## src/rtl/surf_cin_tx.sv

```systemverilog
// CIN transmitter: serializes 32-bit command words MSB nybble first onto a
// 4-bit bus, with word boundaries locked to the global sync and a training mode.
module surf_cin_tx #(
  parameter logic [31:0] TRAIN_PATTERN = 32'hA55A6996,
  parameter logic [31:0] IDLE_WORD     = 32'h00000000,
  parameter logic        CIN_INV       = 1'b0
) (
  input  logic        sysclk_i,
  input  logic        sysclk_rstn_i,
  input  logic        sync_i,
  input  logic        train_i,
  input  logic [31:0] cmd_tdata_i,
  input  logic        cmd_tvalid_i,
  output logic        cmd_tready_o,
  output logic [3:0]  cin_o,
  output logic        training_o,
  output logic        running_o,
  output logic        sync_err_o
);

  localparam logic [1:0] ST_WAIT_SYNC = 2'd0;
  localparam logic [1:0] ST_TRAIN     = 2'd1;
  localparam logic [1:0] ST_RUN       = 2'd2;
  localparam logic [3:0] INV4         = {4{CIN_INV}};

  logic [1:0]  state_r;
  logic [1:0]  next_state_s;
  logic [2:0]  nyb_cnt_r;
  logic [31:0] shift_r;
  logic [31:0] word_s;
  logic [3:0]  cin_r;
  logic        sync_err_r;
  logic        load_s;
  logic        misalign_s;

  // Load point, next state and the word selected for loading.
  always_comb begin
    load_s       = 1'b0;
    misalign_s   = 1'b0;
    next_state_s = state_r;
    word_s       = IDLE_WORD;
    case (state_r)
      ST_WAIT_SYNC: load_s = sync_i;
      ST_TRAIN, ST_RUN: begin
        load_s     = sync_i | (nyb_cnt_r == 3'd7);
        misalign_s = sync_i & (nyb_cnt_r != 3'd7);
      end
      default: load_s = sync_i;
    endcase
    if (load_s) begin
      next_state_s = train_i ? ST_TRAIN : ST_RUN;
    end else if (state_r == 2'd3) begin
      // Unreachable encoding falls back to waiting for sync.
      next_state_s = ST_WAIT_SYNC;
    end else begin
      next_state_s = state_r;
    end
    if (next_state_s == ST_TRAIN) begin
      word_s = TRAIN_PATTERN;
    end else if (cmd_tvalid_i) begin
      word_s = cmd_tdata_i;
    end else begin
      word_s = IDLE_WORD;
    end
  end

  assign cmd_tready_o = load_s & ~train_i;

  // State, nybble counter, shifter and output register.
  always_ff @(posedge sysclk_i) begin
    if (!sysclk_rstn_i) begin
      state_r    <= ST_WAIT_SYNC;
      nyb_cnt_r  <= 3'd0;
      shift_r    <= 32'h0000_0000;
      cin_r      <= INV4;
      sync_err_r <= 1'b0;
    end else begin
      state_r   <= next_state_s;
      nyb_cnt_r <= sync_i ? 3'd0 : nyb_cnt_r + 3'd1;
      if (load_s) begin
        cin_r   <= word_s[31:28] ^ INV4;
        shift_r <= {word_s[27:0], 4'h0};
      end else if (state_r == ST_WAIT_SYNC) begin
        cin_r   <= INV4;
        shift_r <= 32'h0000_0000;
      end else begin
        cin_r   <= shift_r[31:28] ^ INV4;
        shift_r <= {shift_r[27:0], 4'h0};
      end
      if (misalign_s) begin
        sync_err_r <= 1'b1;
      end
    end
  end

  assign cin_o      = cin_r;
  assign sync_err_o = sync_err_r;
  assign training_o = (state_r == ST_TRAIN);
  assign running_o  = (state_r == ST_RUN);

endmodule

```

## config.mk

```make
export PLATFORM = sky130hd
export DESIGN_NAME = surf_cin_tx
export DESIGN_NICKNAME = d
export VERILOG_FILES = /design/src/rtl/surf_cin_tx.sv
export SDC_FILE = /design/constraint.sdc
export NUM_CORES = 1
export LEC_CHECK = 0
export CORE_UTILIZATION = 47
export CTS_CLUSTER_DIAMETER = 50
export DETAILED_ROUTE_END_ITERATION = 10
export GPL_TIMING_DRIVEN = 0
export PLACE_DENSITY = 0.88
export SLEW_MARGIN = 0
export SYNTH_ARGS = -nofsm -noshare
export SYNTH_HDL_FRONTEND = slang
export SYNTH_SLANG_ARGS = --single-unit
```

## constraint.sdc

```tcl
create_clock -name sysclk_i -period 5.1 [get_ports sysclk_i]
set_input_delay 0.51 -clock sysclk_i [delete_from_list [all_inputs] [get_ports sysclk_i]]
set_output_delay 0.51 -clock sysclk_i [all_outputs]
set_load 0.01 [all_outputs]
```

==> flow_results.org <==
** Critical path
- The critical path starts at state_r[0].
- The critical path is of the reg -> out type.
- CP required :: 4.59 ns
- For this design, the slowest cell found on the critical path is clkdlybuf4s50_1.
- Crit path cell chain :: inv_1, ha_1, a21oi_4, nor2_1, clkdlybuf4s50_1
- Category of the worst setup path capture point :: primary output
- Data arrival, critical path :: 2.09 ns
- Startpoint types :: register
- Of all nets on the critical path, the largest fanout is 8.
- The startpoint identified for the worst register-to-register timing path is state_r[0].
- The number of buffers and inverters on the critical path is 2.
- Crit-path leading delay family :: buffers and inverters
- Crit-path max cell delay :: 0.49 ns

** STA
- Worst-margin pin slew :: 0.433 ns
- Final Hold Fails :: 0
- Setup total negative slack on the finished layout was measured at 0 ns.
- The final max-slew violation count came to 0.
- Static timing analysis puts the maximum clock frequency at 384 MHz.
- The worst path in the final design needs a cycle of 2.60 ns, including I/O delays and setup.
- Worst setup margin :: 2.50 ns
- The worst path uses 51.0% of the clock period.
- On the final layout, the worst clock skew is 0.00934 ns.
- Number of setup violations in the final report :: 0
- Tightest slew margin relative to the limit :: 71.0%
- Setup repair after global routing left no endpoint under its margin.

** Logic synthesis
- Flip-flop and latch count after synthesis :: 38
- During synthesis, Yosys emitted a total of 0 warnings.
- Synth Flop Type :: dfxtp_1
- After synthesis, the share of flip-flops with an asynchronous set or reset is 0%.
- Share of the yosys chip area belonging to registers :: 56.6%
- In this run the cell area of the synthesized design comes to 1340 um2.
- When the netlist entered floorplanning its net count stood at 148.
- The synthesized netlist contains 25 unique library cells.
- In the synthesized netlist, the number of instances is 106.
- Syn_area_per_cell :: 12.7 um2
- EDFF count, synth :: 0

** CTS
- Root cell of the clock tree :: clkbuf_4
- Clock-pin slew was measured on the worst setup and hold paths at 0.10 ns.
- CTS H-tree lvls :: 2
- Counting along the longest clock path gives a buffer depth of 2.
- Number of hold-repair buffers added at the cts stage :: 0
- The number of clock buffers added by TritonCTS is 5.
- Post-cts repair resize count :: 0
- Number of sinks on the clock net :: 38
- After clock tree synthesis, the setup repair step added 0 buffers.
- TritonCTS built the clock tree.
- For the worst-skew pair, the clock arrives at the later sink with an insertion delay of 0.34 ns.

** Floorplanning
- Die width :: 55.5 um
- The floorplan step defined a die boundary enclosing 3080 um2.
- Number of top-level pins :: 45
- Vertical extent of the die :: 55.5 um
- After floorplanning, the core was divided into 19 placement rows.
- The initial utilization of the core area, before any placement, comes to 49.2%.
- Core outline area :: 2730 um2

** Cells and area
- The repair_antennas step left the layout with diodes totalling 0.
- Number of non-filler instances in the completed layout :: 189
- Layout cells sized above 1 :: 17.7%
- Layout net count :: 199
- Summing all flip-flop and latch instances after layout gives 761 um2.
- Filler cell count :: 198
- Area added between synthesis and finish :: 40.4%
- Cells fill 69.0% of the core in the end.
- In the final layout, the multi-input gates occupy 526 um2.

** Power and ir drop
- Power, Total :: 0.549 mW
- Power per unit of standard cell area :: 291 nW/um2
- Pleak :: 0.767 nW
- Across the VDD grid, the largest voltage drop is 0.000191 V.

** Detailed routing
- DRT iter0 DRCs :: 28
- For this block, the via count after detailed routing is 999.
- Via count normalized by instance count :: 5.29
- Post-detailed-route DRC marker count :: 0
- The count of nets left with antenna violations once routing finished came out at 0.
- Wires add up to 2720 um.
- Iteration count of the initial detailed-routing pass :: 4
- Routed len/inst :: 14.4 um

** Place
- OpenSTA, run right after detailed placement, puts the worst setup slack at 2.70 ns.
- Global placement routability congestion :: 0.795
- Post-DP HPWL :: 2000 um
- Placed cell count :: 181
- In this run the tool buffered the top-level ports with 44 buffer cells.

** GRT
- The via count of the first global-routing pass was 1,052.
- Pin count of the biggest net entering global routing :: 13
- The first global-routing pass estimated 4490 um of wire.
- For this run the aggregate overflow at the end of global routing stands at 0.
- Global routing used 18.8% of the available tracks.
- Initial antenna violation count :: 0

** Status
- Status :: finished clean

** Run
- # Max-Cap Violations :: 0

** Worst hold path
- Startpoint of the worst hold path :: nyb_cnt_r[0]
- The min-delay analysis places its worst path in the category reg -> reg.
cell usage after synthesis (2+ instances only):
master | number | area [um2]
dfxtp_1 | 38 | 761
a22o_1 | 14 | 123
a221o_1 | 8 | 80.1
nor2_1 | 6 | 22.5
a221o_2 | 5 | 56.3
ha_1 | 5 | 62.6
inv_1 | 4 | 15.0
nand2_1 | 3 | 11.3
o21a_1 | 3 | 22.5
a21o_2 | 2 | 17.5
and2_1 | 2 | 12.5
buf_4 | 2 | 15.0
buf_6 | 2 | 22.5
cell families after synthesis:
group | synth area share, %
and+or+nand+nor | 8.38
muxes | 0.745
AOI/OAI and AO/OA | 25.3
buffers and inverters | 4.28
adders and majority gates | 4.66
DFF | 56.6
stage by stage:
| step | hold WS, ns | instance area [um2] |
|---|---|---|
| 2_1_floorplan | 0.399 | 1340 |
| 3_3_place_gp | 0.408 | 1820 |
| 3_5_place_dp | 0.422 | 1820 |
| 4_1_cts | 0.438 | 1890 |
| 5_1_grt | 0.458 | 1890 |
| 6_report | 0.436 | 1890 |
report_power, final:
part           total (mW)  switching (mW)  internal [mW]  leakage, nW
sequential          0.314         0.00429          0.310        0.311
combinational      0.0714          0.0258         0.0456        0.421
clock               0.163          0.0966         0.0663       0.0343
total               0.549           0.127          0.422        0.767
cell usage in the layout, fill, tap and decap left out:
cell type,n
a211oi_4,1
ha_1,5
and3b_2,1
a21oi_4,1
a22o_1,14
nor2_1,6
clkinv_2,1
dfxtp_1,38
a221o_1,8
inv_1,4
clkdlybuf4s50_1,44
and2_1,2
nor2_2,1
a21o_2,2
nand2b_2,1
clkbuf_4,5
clkbuf_8,1
o21a_1,3
and2_2,1
nand2_1,3
a21oi_1,1
a221o_2,5
nor3_4,1
buf_2,1
mux2i_1,1
nor2_4,1
buf_4,2
buf_6,2
clkinvlp_4,1
nor2b_1,1
metal layers:
layer  GRT usage [%]  share of wire (%)
met5               0                  0
met1            19.1                 43
met3            5.62                6.6
met2            35.3                 49
met4            7.50                1.2
final timing paths:
kind / to / slack [ns] / cells after the start
setup / recovery: cmd_tready_o / 2.50 / 5
hold / removal: nyb_cnt_r[0] / 0.44 / 1
setup reg to reg: shift_r[26] / 3.21 / 6
hold reg to reg: nyb_cnt_r[0] / 0.44 / 1
final cells by class:
class / instances / share of cell area (%)
multi-input cells: 59 / 27.9
inverters: 4 / 0.796
well taps: 31 / 2.06
repair buffers: 44 / 23.3
clock buffers: 6 / 2.72
clock inverters: 2 / 0.663
flip-flops and latches: 38 / 40.3
plain buffers: 5 / 2.25
registers in the layout (all words and copies together) (netlist names):
| signal | flops |
|---|---|
| shift_r | 28 |
| sync_err_o | 1 |
| cin_o | 4 |
| nyb_cnt_r | 3 |
| state_r | 2 |
Note: power is estimated with default switching activity, not from simulation.
